**src/rtl/pipelined_cla_adder_if.sv**
```systemverilog
// Stream interface for pipelined_cla_adder: operand beat in, result beat out.
// master drives operands and out_ready; slave is the adder.
interface pipelined_cla_adder_if #(
  parameter int WIDTH = 16
);
  logic             in_valid;
  logic             in_ready;
  logic [WIDTH-1:0] a;
  logic [WIDTH-1:0] b;
  logic             cin;
  logic             sub;
  logic             out_valid;
  logic             out_ready;
  logic [WIDTH-1:0] sum;
  logic             cout;
  logic             ovf;

  modport master (
    output in_valid, a, b, cin, sub, out_ready,
    input  in_ready, out_valid, sum, cout, ovf
  );

  modport slave (
    input  in_valid, a, b, cin, sub, out_ready,
    output in_ready, out_valid, sum, cout, ovf
  );
endinterface

```
**src/rtl/pipelined_cla_adder.sv**
```systemverilog
// Pipelined carry-lookahead adder/subtractor: one BLOCK-bit lookahead group per stage, group carry registered.
// Define PIPELINED_CLA_OVF_EN to pipeline the signed-overflow flag; otherwise ovf is tied to 0.
module pipelined_cla_adder #(
  parameter int WIDTH = 16,
  parameter int BLOCK = 4
) (
  input logic                  clk,
  input logic                  rst,
  pipelined_cla_adder_if.slave bus
);
  localparam int NSTAGE = (BLOCK > 0) ? WIDTH / BLOCK : 1;

  if ((BLOCK < 1) || (BLOCK > WIDTH) ||
      ((WIDTH % ((BLOCK > 0) ? BLOCK : 1)) != 0)) begin : g_bad_cfg
    $error("pipelined_cla_adder: WIDTH must be a positive multiple of BLOCK");
  end

  // A result held at the output freezes every stage; bubbles are kept as-is.
  logic en;
  assign en           = !(bus.out_valid && !bus.out_ready);
  assign bus.in_ready = en;

  for (genvar k = 0; k < NSTAGE; k++) begin : stg
    localparam int LO = k * BLOCK;
    localparam int HI = LO + BLOCK;

    logic [WIDTH-1:LO] a_i;
    logic [WIDTH-1:LO] b_i;
    logic              c_i;
    logic              v_i;
    logic [BLOCK-1:0]  g;
    logic [BLOCK-1:0]  p;
    logic [BLOCK:0]    cy;
    logic [BLOCK-1:0]  gs;
    logic [HI-1:0]     s_n;
    logic              v_q;
    logic              c_q;
    logic [HI-1:0]     s_q;

    if (k == 0) begin : g_in
      assign a_i = bus.a;
      assign b_i = bus.sub ? ~bus.b : bus.b;
      assign c_i = bus.sub | bus.cin;
      assign v_i = bus.in_valid;
    end else begin : g_in
      assign a_i = stg[k-1].g_op.a_q;
      assign b_i = stg[k-1].g_op.b_q;
      assign c_i = stg[k-1].c_q;
      assign v_i = stg[k-1].v_q;
    end

    assign g = a_i[HI-1:LO] & b_i[HI-1:LO];
    assign p = a_i[HI-1:LO] ^ b_i[HI-1:LO];

    // cy[i] = c_i&p[0..i-1] | OR_j g[j]&p[j+1..i-1]; each product built independently.
    always_comb begin : la
      logic t;
      // NOTE: everything written here is defaulted first, so no path can infer a latch.
      t  = 1'b0;
      cy = '0;
      for (int i = 0; i <= BLOCK; i++) begin
        t = c_i;
        for (int m = 0; m < i; m++) t = t & p[m];
        cy[i] = t;
        for (int j = 0; j < i; j++) begin
          t = g[j];
          for (int m = j + 1; m < i; m++) t = t & p[m];
          cy[i] = cy[i] | t;
        end
      end
    end

    assign gs = p ^ cy[BLOCK-1:0];

    if (k == 0) begin : g_sn
      assign s_n = gs;
    end else begin : g_sn
      assign s_n = {gs, stg[k-1].s_q};
    end

    // NOTE: data registers are reset along with valid so no X ever reaches sum/cout.
    always_ff @(posedge clk or posedge rst) begin
      if (rst) begin
        v_q <= 1'b0;
        c_q <= 1'b0;
        s_q <= '0;
      end else if (en) begin
        v_q <= v_i;
        c_q <= cy[BLOCK];
        s_q <= s_n;
      end
    end

    // Upper operand bits ride along until their group's stage.
    if (k < NSTAGE - 1) begin : g_op
      logic [WIDTH-1:HI] a_q;
      logic [WIDTH-1:HI] b_q;
      always_ff @(posedge clk or posedge rst) begin
        if (rst) begin
          a_q <= '0;
          b_q <= '0;
        end else if (en) begin
          a_q <= a_i[WIDTH-1:HI];
          b_q <= b_i[WIDTH-1:HI];
        end
      end
    end

`ifdef PIPELINED_CLA_OVF_EN
    if (k == NSTAGE - 1) begin : g_ov
      logic ov_q;
      always_ff @(posedge clk or posedge rst) begin
        if (rst)     ov_q <= 1'b0;
        else if (en) ov_q <= cy[BLOCK] ^ cy[BLOCK-1];
      end
    end
`endif
  end

  assign bus.out_valid = stg[NSTAGE-1].v_q;
  assign bus.sum       = stg[NSTAGE-1].s_q;
  assign bus.cout      = stg[NSTAGE-1].c_q;
`ifdef PIPELINED_CLA_OVF_EN
  assign bus.ovf       = stg[NSTAGE-1].g_ov.ov_q;
`else
  assign bus.ovf       = 1'b0;
`endif
endmodule

```
**src/flat_wrapper.sv**
```systemverilog
// flat-port wrapper written by rule: the top's interface ports become plain ports
module pipelined_cla_adder_flat 
#(
  parameter int WIDTH = 16,
  parameter int BLOCK = 4
)
  (clk, rst, bus_in_valid, bus_a, bus_b, bus_cin, bus_sub, bus_out_ready, bus_in_ready, bus_out_valid, bus_sum, bus_cout, bus_ovf);
  pipelined_cla_adder_if #(.WIDTH(WIDTH)) bus_i ();
  input logic clk;
  input logic rst;
  input wire logic [$bits(bus_i.in_valid)-1:0] bus_in_valid;
  input wire logic [$bits(bus_i.a)-1:0] bus_a;
  input wire logic [$bits(bus_i.b)-1:0] bus_b;
  input wire logic [$bits(bus_i.cin)-1:0] bus_cin;
  input wire logic [$bits(bus_i.sub)-1:0] bus_sub;
  input wire logic [$bits(bus_i.out_ready)-1:0] bus_out_ready;
  output wire logic [$bits(bus_i.in_ready)-1:0] bus_in_ready;
  output wire logic [$bits(bus_i.out_valid)-1:0] bus_out_valid;
  output wire logic [$bits(bus_i.sum)-1:0] bus_sum;
  output wire logic [$bits(bus_i.cout)-1:0] bus_cout;
  output wire logic [$bits(bus_i.ovf)-1:0] bus_ovf;
  assign bus_i.in_valid = bus_in_valid;
  assign bus_i.a = bus_a;
  assign bus_i.b = bus_b;
  assign bus_i.cin = bus_cin;
  assign bus_i.sub = bus_sub;
  assign bus_i.out_ready = bus_out_ready;
  assign bus_in_ready = bus_i.in_ready;
  assign bus_out_valid = bus_i.out_valid;
  assign bus_sum = bus_i.sum;
  assign bus_cout = bus_i.cout;
  assign bus_ovf = bus_i.ovf;
  pipelined_cla_adder #(.WIDTH(WIDTH), .BLOCK(BLOCK)) u_core (.clk(clk), .rst(rst), .bus(bus_i));
endmodule
```
**config.mk**
```make
export PLATFORM = sky130hd
export DESIGN_NAME = pipelined_cla_adder_flat
export DESIGN_NICKNAME = d
export VERILOG_FILES = /design/src/rtl/pipelined_cla_adder_if.sv /design/src/rtl/pipelined_cla_adder.sv /design/src/flat_wrapper.sv
export SDC_FILE = /design/constraint.sdc
export NUM_CORES = 1
export LEC_CHECK = 0
export BUFFER_PORTS_ARGS = -buffer_cell sky130_fd_sc_hd__clkbuf_2
export CAP_MARGIN = 20
export CORE_MARGIN = 10
export CORE_UTILIZATION = 37
export DETAILED_ROUTE_END_ITERATION = 12
export GPL_TIMING_DRIVEN = 0
export PLACE_DENSITY = 0.52
export SETUP_SLACK_MARGIN = 0.02
export SLEW_MARGIN = 5
export SYNTH_ARGS = -nofsm -noshare
export SYNTH_HDL_FRONTEND = slang
export SYNTH_SLANG_ARGS = --single-unit
```
**constraint.sdc**
```tcl
create_clock -name clk -period 5.42 [get_ports clk]
set_clock_uncertainty 0.15 [all_clocks]
set_input_delay 1.084 -clock clk [delete_from_list [all_inputs] [get_ports clk]]
set_output_delay 1.084 -clock clk [all_outputs]
set_load 0.01 [all_outputs]
```
==> results of run 1 <==
==> metal layers <==
layer	vias to the layer above	GRT usage, %	share of wire [%]
met1	1425	16.2	48
met4	0	5.95	2.0
li1	1579	-	-
met5	-	0	0
met3	12	2.42	3.9
met2	55	19.0	46
==> registers in the layout, indices dropped and copies added, names as in the netlist <==
register              count
u_core.bus.cout           1
u_core.bus.out_valid      1
u_core.bus.sum           16
u_core.stg.c_q            3
u_core.stg.g_op.a_q      24
u_core.stg.g_op.b_q      24
u_core.stg.s_q           24
u_core.stg.v_q            3
==> worst max-delay path, cell delays in order <==
cell,delay [ps]
clkbuf_2,100
nor2b_4,50
inv_2,150
buf_2,250
clkbuf_2,170
==> logic make-up (layout without fill, tap and decap cells) <==
| logic type | count (synthesis) | after routing | synth area share [%] |
|---|---|---|---|
| adder cells (fa/ha/maj) | 24 | 24 | 7.55 |
| buffers and inverters | 28 | 99 | 3.98 |
| flip-flops | 96 | 96 | 54.9 |
| AO/OA/AOI/OAI | 49 | 49 | 8.24 |
| XOR/XNOR | 20 | 20 | 4.00 |
| other | 1 | 1 | 0.0857 |
| AND/OR/NAND/NOR | 238 | 238 | 21.2 |
==> worst min-delay path by stage <==
stage,startpoint,endpoint,slack [ps],cells past startpoint
after floorplan,u_core.stg[2].v_q,u_core.stg[2].v_q,280,2
after global placement,u_core.stg[2].v_q,u_core.stg[2].v_q,290,2
after detailed placement,u_core.stg[1].g_op.b_q[14],u_core.stg[1].g_op.b_q[14],310,2
after CTS,u_core.stg[2].v_q,u_core.bus.out_valid,320,1
after global routing,u_core.stg[1].g_op.b_q[15],u_core.stg[1].g_op.b_q[15],340,2
final,u_core.bus.sum[11],u_core.bus.sum[11],310,2
==> power by group through the flow <==
stage	clock, uW	combinational (uW)	sequential [uW]
detailed placement	0	1050	1250
finish	651	1040	1230
global route	693	1200	1280
floorplan	0	732	1220
global placement	0	1030	1240
CTS	663	1060	1240
==> placed cells by master, fill, tap and decap left out, types with 2 or more instances in the layout <==
master / n
nand2b_1: 5
nor3_1: 8
o21ai_0: 15
o31ai_2: 4
inv_1: 3
xnor2_1: 15
nor2_1: 2
clkbuf_2: 55
clkbuf_8: 3
o31ai_1: 4
o211a_1: 4
ha_1: 20
a21oi_1: 2
clkinv_2: 2
a21o_1: 4
buf_2: 10
clkbuf_16: 9
dfrtp_1: 96
o31a_1: 4
xor2_1: 5
nand2_1: 221
buf_4: 9
buf_6: 3
o21a_1: 12
fa_1: 4
==> through the flow <==
stage	total power (uW)	utilization [%]	instances	instance area, um^2
6_report	2920	44.9	670	5160
3_3_place_gp	2270	41.9	654	4830
2_1_floorplan	1950	-	456	4370
4_1_cts	2960	44.9	670	5160
3_5_place_dp	2300	42.2	655	4860
5_1_grt	3170	44.9	670	5160
==> final cells by class <==
cell class / instances / share of cell area [%]
Clock buffer: 12 / 5.16
Timing Repair Buffer: 56 / 5.86
Buffer: 23 / 3.00
Tap cell: 143 / 3.46
Clock inverter: 3 / 0.775
Multi-Input combinational cell: 332 / 34.8
Sequential cell: 96 / 46.5
Inverter: 5 / 0.412
==> key figures, run 1 <==
Drt
  – ANT nets after route: 0
  – DR pass1 iterations: 4
  – Total wire length: approximately 9.6 mm
  – Overall via count from detail_route: 3071
  – WL/cell: around 14 um
  – Via/cell ratio: around 4.6
  – DRT iter0 DRCs: ~150
  – # DRC: 0

Die
  – Die Y: around 130 um
  – Die width: 129 um
  – IO Pins: 58
  – Effective utilization at floorplan: between 30% and 40%
  – FP Rows: 39
  – Die area: 16600 um^2
  – Core area: 11500 um^2

Final layout
  – Synth-to-Final Area Change: 18.1%
  – Antenna cells: 0
  – Fillcell total: 1157
  – Share of post-route cells with drive strength above 1: 19.2%
  – Nets@finish: just under 600
  – Multi-input gate area: 1800 um^2
  – Seq. cell area: 2400 um^2

Power
  – Max IR drop VDD: 176 uV
  – Combinational share of power: around 36%
  – Leakage: around 0.0027 uW
  – Sw power: 1040 uW
  – Power Density: 565 nW/um^2
  – Internal cell power: 1880 uW
  – Switching Fraction: 35.6%
  – Clock Power Share: between 20% and 30%
  – Part of the power in registers: between 40% and 50%

Clocking
  – Post-CTS Setup Inserts: 0
  – Clock tree from TritonCTS: done
  – Max clock buf depth: 2
  – H-tree Lvls: 3
  – CTS clk-pin slew, worst paths: about 60 ps
  – Hold_buf cts: 0
  – Clk_lat worst skew: approximately 340 ps
  – CTS resizes: 0
  – # clock sinks: 96
  – CTS Root Cell: clkbuf_16
  – Num CTS Buffers: 9

Critical path
  – Endpoint class of the critical path: output port
  – Worst setup path end: bus_in_ready
  – FF-to-FF End: u_core.bus.cout
  – CP startpoint: bus_out_ready
  – Worst Path Required: 4190 ps
  – R2r worst-path depth: 5
  – Crit path DAT: 1810 ps
  – R2R Path Start: u_core.stg[2].g_op.a_q[12]
  – Crit path kind: input port to output port
  – Critical path launch point type: input port
  – Flop2flop setup slack: about 3500 ps
  – Worst-path fanout max: 10

Synth
  – Yosys top cell by area: dfrtp_1
  – Seq cells post-synth: between 90 and 100
  – Mapped Nets: roughly 520
  – Synth top area share: a little over half
  – Mean Syn Cell Area: around 9.6 um^2
  – Cell with the most instances after synthesis: nand2_1
  – Register area share after synthesis: about 55%
  – Post-synth EDFFs: 0
  – Syn Inst Count: 456
  – Synth cell types: 26
  – Synth cell count leaders: nand2_1, dfrtp_1, ha_1
  – Synth Flop Type: dfrtp_1
  – Cell area after synthesis: 4370 um^2
  – Synth Warn #: 0
  – Synth area leaders: dfrtp_1, nand2_1, ha_1
  – Synth async-reset ratio: 100%

Outcome
  – Status: finished, final reports clean

Run
  – Max Cap Viol: 0

STA
  – Unrepaired setup endpoints after global routing: false
  – Max Slew Vio Count: 0
  – Crit path time final: 3040 ps
  – Worst setup margin: 2380 ps
  – Setup_tns: 0 ps
  – Fin crit share: between 50 and 60%
  – Max Freq: 329 MHz
  – Hold slack: 314 ps
  – Final number of setup-violating endpoints: 0
  – Hold Vio Cnt, Final: 0

Placed design
  – Dpl ws: about 2400 ps
  – Detailed placer's ending HPWL: 7.22 mm
  – Gpl congestion: 0.751
  – Port bufs: 55

Global route
  – Number of antenna violations at the first check in global routing: 0
  – Pin count of the biggest net entering global routing: 66
  – First-pass GRT wire length: about 16 mm
  – Number of global-route vias before repair: 3216
  – Congestion Overflow GR: 0
  – All-Layer GR Usage: 12.3%

Worst hold path
  – Worst hold path class: flip-flop to flip-flop
Power figures use the tool's default switching activity.
==> run 2: changes to the inputs <==
ABC_AREA = 1   (was unset)
clock period = 2.9 ns   (was 5.42 ns; I/O delays follow)
==> key figures, run 2 <==
Clocking
  – CTS resizes: 0
  – Clk_lat worst skew: 340 ps
  – CTS clk-pin slew, worst paths: 60 ps
  – Hold_buf cts: 0
  – Num CTS Buffers: 9
  – CTS Root Cell: clkbuf_16
  – Max clock buf depth: 2
  – H-tree Lvls: 3
  – Clock tree from TritonCTS: done
  – # clock sinks: 96
  – Post-CTS Setup Inserts: 0

Power
  – Power Density: a little over 1000 nW/um^2
  – Max IR drop VDD: between 300 and 400 uV
  – Leakage: 0.00269 uW

Final layout
  – Share of post-route cells with drive strength above 1: 16.4%
  – Leading registers by flop count: u_core.stg.g_op.a_q (24), u_core.stg.g_op.b_q (24), u_core.stg.s_q (24)
  – Commonest non-fill, non-tap cell in the layout: nand2_1
  – Antenna cells: 0
  – Synth-to-Final Area Change: 18.0%
  – Nets@finish: 613
  – Commonest cells after routing, fill and taps aside: nand2_1, dfrtp_1, clkbuf_2, o21ai_0, inv_1

Critical path
  – R2R Path Start: u_core.bus.out_valid
  – Critical path launch point type: flip-flop
  – Worst Path Required: 2170 ps
  – CP startpoint: u_core.bus.out_valid
  – Crit path kind: flip-flop to output port
  – Crit path DAT: between 1000 and 1500 ps
  – Endpoint class of the critical path: output port
  – Worst-path fanout max: 10

Global route
  – Number of antenna violations at the first check in global routing: 0
  – Number of global-route vias before repair: 3422
  – First-pass GRT wire length: about 17 mm
  – All-Layer GR Usage: 13.0%
  – Congestion Overflow GR: 0
  – Pin count of the biggest net entering global routing: 40

Synth
  – Synth cell types: 21
  – Synth Area in Compound Gates: between 4 and 5%
  – Synth Warn #: 0
  – Post-synthesis xor/xnor area fraction: 4.61%
  – Synth async-reset ratio: 100%
  – Mapped Nets: 545
  – Cell area after synthesis: between 4000 and 5000 um^2
  – Synth area leaders: dfrtp_1, nand2_1, ha_1
  – Simple-gate portion of the synthesized area: between 20 and 25%
  – Largest family of logic cells by synthesized area: simple AND/OR/NAND/NOR gates
  – Seq cells post-synth: 96
  – Mean Syn Cell Area: 9.05 um^2
  – Post-synth EDFFs: 0
  – Multiplexer share of the synthesized area: 0%
  – Cell with the most instances after synthesis: nand2_1
  – Syn Inst Count: 483
  – Adder-Cell Fraction of Synth Area: 7.56%
  – Yosys top cell by area: dfrtp_1
  – Synth Flop Type: dfrtp_1
  – Synth top area share: 55.0%
  – Synth cell count leaders: nand2_1, dfrtp_1, o21ai_0
  – Register area share after synthesis: 55.0%

Die
  – Die Y: 129 um
  – IO Pins: 58
  – Core area: 11500 um^2
  – Die area: 16600 um^2
  – Die width: ~130 um
  – Effective utilization at floorplan: 38.0%
  – FP Rows: 39

STA
  – Max transition margin: a little under 60%
  – Worst-Margin Slew: 615 ps
  – Hold Vio Cnt, Final: 0
  – Fin crit share: between 70% and 80%
  – Unrepaired setup endpoints after global routing: false
  – Max Slew Vio Count: 0
  – Max Freq: 463 MHz
  – Final number of setup-violating endpoints: 0
  – Crit path time final: 2160 ps
  – Hold slack: 99.2 ps
  – Setup_tns: 0 ps

Drt
  – # DRC: 0
  – ANT nets after route: 0
  – DR pass1 iterations: 5
  – DRT iter0 DRCs: 169
  – WL/cell: 14.2 um
  – Via/cell ratio: ~4.6
  – Total wire length: ~9.9 mm
  – Overall via count from detail_route: 3200

Worst hold path
  – Worst hold path class: input port to asynchronous set/reset pin

Placed design
  – Detailed placer's ending HPWL: 7.37 mm
  – Gpl congestion: between 0.7 and 0.8
  – Port bufs: 55

Run
  – Max Cap Viol: 0

Outcome
  – Status: finished, final reports clean
## run 2: cell types whose count changed in the layout (fill, tap and decap cells not counted), sizes merged, moves of 4 or more
cell | before | now
o21ai | 15 | 40
inv | 5 | 27
nand3 | 0 | 14
o21a | 12 | 0
nor3 | 8 | 0
o31ai | 8 | 0
nand2b | 5 | 0
a21o | 4 | 0
buf | 23 | 19
clkbuf | 68 | 72
nand3b | 0 | 4
o211a | 4 | 0
o31a | 4 | 0
xnor2 | 15 | 19
## run 2: cells by family after synthesis
group	after synthesis
adders and majority gates	24
AOI/OAI and AO/OA	42
DFF	96
and+or+nand+nor	246
xor gates and xnor gates	23
buffers and inverters	51
other	1
## run 2: where the power goes
group | total [uW] | switching [uW] | leakage (uW) | internal, uW
Clock | 1160 | 482 | 0.000145 | 683
Combinational | 1900 | 1130 | 0.00138 | 769
Sequential | 2270 | 335 | 0.00116 | 1930
## run 2: metrics by stage
| step | instances | power (uW) | instance area [um^2] | setup slack, ps | utilization [%] |
|---|---|---|---|---|---|
| detailed placement | 683 | 4240 | 4870 | 428 | 42.3 |
| global placement | 681 | 4200 | 4830 | 342 | 41.9 |
| floorplan | 483 | 3600 | 4380 | 632 | - |
| finish | 698 | 5330 | 5160 | 740 | 44.8 |
| global route | 698 | 5830 | 5160 | 588 | 44.8 |
| CTS | 698 | 5430 | 5160 | 710 | 44.8 |
## run 2: final cells by class
class | instances | area [um^2]
Fill cell | 1174 | 6360
Sequential cell | 96 | 2400
Multi-Input combinational cell | 336 | 1720
Timing Repair Buffer | 57 | 315
Clock buffer | 11 | 243
Tap cell | 143 | 179
Buffer | 23 | 146
Inverter | 28 | 109
Clock inverter | 4 | 45.0
## run 2: metal layers
metal	part of all wire [%]	vias up	track usage (%)
met3	3.2	11	2.30
met4	1.7	0	6.02
met5	0	-	0
met2	46	47	20.3
li1	-	1636	-
met1	49	1506	17.2
## run 2: final timing paths
path                                              end  cells after the start  slack, ps
max in group asynchronous           u_core.stg[0].v_q                      3       1950
hold / removal                   u_core.stg[1].s_q[1]                      2        100
setup reg to reg           u_core.stg[1].g_op.b_q[15]                      6       1230
setup / recovery                         bus_in_ready                      5        740
hold reg to reg                  u_core.bus.out_valid                      2        300
min in group clk            u_core.stg[0].g_op.a_q[5]                      3        290
## run 2: critical path, cell delays in order (launching register included)
cell,delay [ps]
dfrtp_1,400
inv_1,110
nor2_4,60
inv_2,90
buf_2,250
clkbuf_2,180
==> run 3: changes to the inputs <==
PLACE_DENSITY = 0.54   (was 0.52)
clock period = 1.97 ns   (was 2.9 ns; I/O delays follow)
==> key figures, run 3 (synthesis results as in run 2) <==
Drt
  – Overall via count from detail_route: 3213
  – DRT iter0 DRCs: 205
  – Total wire length: approximately 10 mm
  – ANT nets after route: 0
  – Via/cell ratio: about 4.6
  – DR pass1 iterations: 4
  – WL/cell: between 10 and 15 um
  – # DRC: 0

Power
  – Clock Power Share: 21.2%
  – Leakage: ~0.0027 uW
  – Max IR drop VDD: 450 uV
  – Internal cell power: 4950 uW
  – Tot Pwr: 7840 uW
  – Sw power: between 2000 and 3000 uW
  – Power Density: 1500 nW/um^2
  – Part of the power in registers: a little over two fifths
  – Combinational share of power: 35.9%
  – Switching Fraction: between 30% and 40%

Final layout
  – Nets@finish: 614
  – Synth-to-Final Area Change: 19.3%
  – Leading registers by flop count: u_core.stg.g_op.a_q (24), u_core.stg.g_op.b_q (24), u_core.stg.s_q (24)
  – Antenna cells: 0
  – Seq. cell area: around 2400 um^2
  – Fillcell total: 1143
  – Commonest non-fill, non-tap cell in the layout: nand2_1
  – Share of post-route cells with drive strength above 1: 16.7%
  – Multi-input gate area: 1740 um^2
  – Post-layout util: 45.3%
  – Commonest cells after routing, fill and taps aside: nand2_1, dfrtp_1, clkbuf_2, o21ai_0, inv_1
  – Non-filler cells in the finished layout: 700

STA
  – Worst setup margin: 139 ps
  – Max transition margin: 59.4%
  – Hold Vio Cnt, Final: 0
  – Crit path time final: 1830 ps
  – Max Freq: 546 MHz
  – Unrepaired setup endpoints after global routing: false
  – Final number of setup-violating endpoints: 0
  – Fin crit share: 92.9%
  – Worst-Margin Slew: 609 ps
  – Max Slew Vio Count: 0

Clocking
  – Clock tree from TritonCTS: done
  – CTS resizes: 0
  – H-tree Lvls: 3
  – CTS clk-pin slew, worst paths: about 60 ps
  – # clock sinks: 96
  – CTS Root Cell: clkbuf_16
  – Num CTS Buffers: 9
  – Clk_lat worst skew: 340 ps
  – Post-CTS Setup Inserts: 0
  – Max clock buf depth: 2

Critical path
  – CP bufs+invs: 3
  – Worst Path Required: 1430 ps
  – Crit path max-delay family: buffers and inverters
  – Worst path depth: 4
  – Crit path DAT: between 1000 and 1500 ps
  – R2r worst-path depth: 6
  – Slowest cell on crit path: dfrtp_1
  – CP max stage delay: around 400 ps
  – Critical path, cell by cell: inv_1 > nor2_4 > inv_2 > clkbuf_2
  – Flop2flop setup slack: 240 ps
  – Crit path kind: flip-flop to output port
  – Worst setup path end: bus_in_ready
  – Endpoint class of the critical path: output port
  – FF-to-FF End: u_core.stg[0].s_q[3]
  – Critical path launch point type: flip-flop
  – CP startpoint: u_core.bus.out_valid
  – Worst-path fanout max: 15
  – R2R Path Start: u_core.bus.out_valid

Die
  – Effective utilization at floorplan: 38.0%
  – FP Rows: 39
  – IO Pins: 58
  – Die width: 129 um
  – Die area: 16600 um^2
  – Core area: 11500 um^2
  – Die Y: 129 um

Placed design
  – Port bufs: 55
  – Detailed placer's ending HPWL: 7.56 mm
  – Dpl ws: -148 ps
  – Placed cell count: 684
  – Gpl congestion: 0.783

Run
  – Max Cap Viol: 0

Global route
  – Number of antenna violations at the first check in global routing: 0
  – All-Layer GR Usage: between 10% and 20%
  – Number of global-route vias before repair: between 3000 and 4000
  – Congestion Overflow GR: 0
  – First-pass GRT wire length: between 15 and 20 mm
  – Pin count of the biggest net entering global routing: 30

Worst hold path
  – Worst hold path class: input port to flip-flop

Outcome
  – Status: finished, final reports clean
-- run 3: changes by cell type in the layout (fill, tap and decap cells not counted), sizes merged --
cell         delta
bufinv          -1
dlygate4sd3     +1
clkinvlp        +1
clkbuf          +3
clkinv          -2
-- run 3: cell type report --
cell class | count | share of cell area (%)
Timing Repair Buffer | 59 | 6.76
Inverter | 28 | 2.09
Clock buffer | 14 | 5.25
Sequential cell | 96 | 46.0
Buffer | 22 | 2.85
Clock inverter | 2 | 0.240
Multi-Input combinational cell | 336 | 33.3
Tap cell | 143 | 3.43
-- run 3: worst register-to-register path, cell delays in order, from the launching register on --
cell and delay (ps):
dfrtp_1 400, inv_1 110, nor2_4 60, inv_2 190
clkbuf_1 510, nand3_1 170, nand2_1 80
-- run 3: worst min path at each step --
stage	from	endpoint	cells past startpoint
floorplan	u_core.stg[2].v_q	u_core.bus.out_valid	2
global placement	u_core.stg[2].v_q	u_core.bus.out_valid	2
detailed placement	u_core.stg[2].v_q	u_core.bus.out_valid	2
CTS	bus_a[7]	u_core.stg[0].g_op.a_q[7]	3
global route	bus_a[4]	u_core.stg[0].g_op.a_q[4]	3
finish	bus_a[15]	u_core.stg[0].g_op.a_q[15]	3
-- run 3: through the flow --
stage | cell area (um^2) | TNS (ps) | hold slack (ps)
after floorplan | 4400 | 0 | 270
after global placement | 4860 | -35510 | 288
after detailed placement | 4930 | -293 | 300
after CTS | 5220 | 0 | 104
after global routing | 5220 | 0 | 122
final | 5220 | 0 | 109
-- run 3: metal layers --
metal  wire length (um)  global-route usage (%)
met1               4690                    16.5
met2               4710                    20.5
met3                436                    2.92
met4                136                    5.22
met5                  0                       0
-- run 3: timing repair --
item / CTS / global route
hold endpoints to repair: 22 / 0
hold buffers: 1 / 0
setup endpoints to repair: 1 / 0
-- run 3: power by group through the flow --
stage          clock (uW)  sequential, uW  combinational, uW
3_3_place_gp            0            3380               2790
5_1_grt              1780            3470               3280
4_1_cts              1700            3370               2890
6_report             1660            3370               2810
2_1_floorplan           0            3340               1970
3_5_place_dp            0            3400               2870
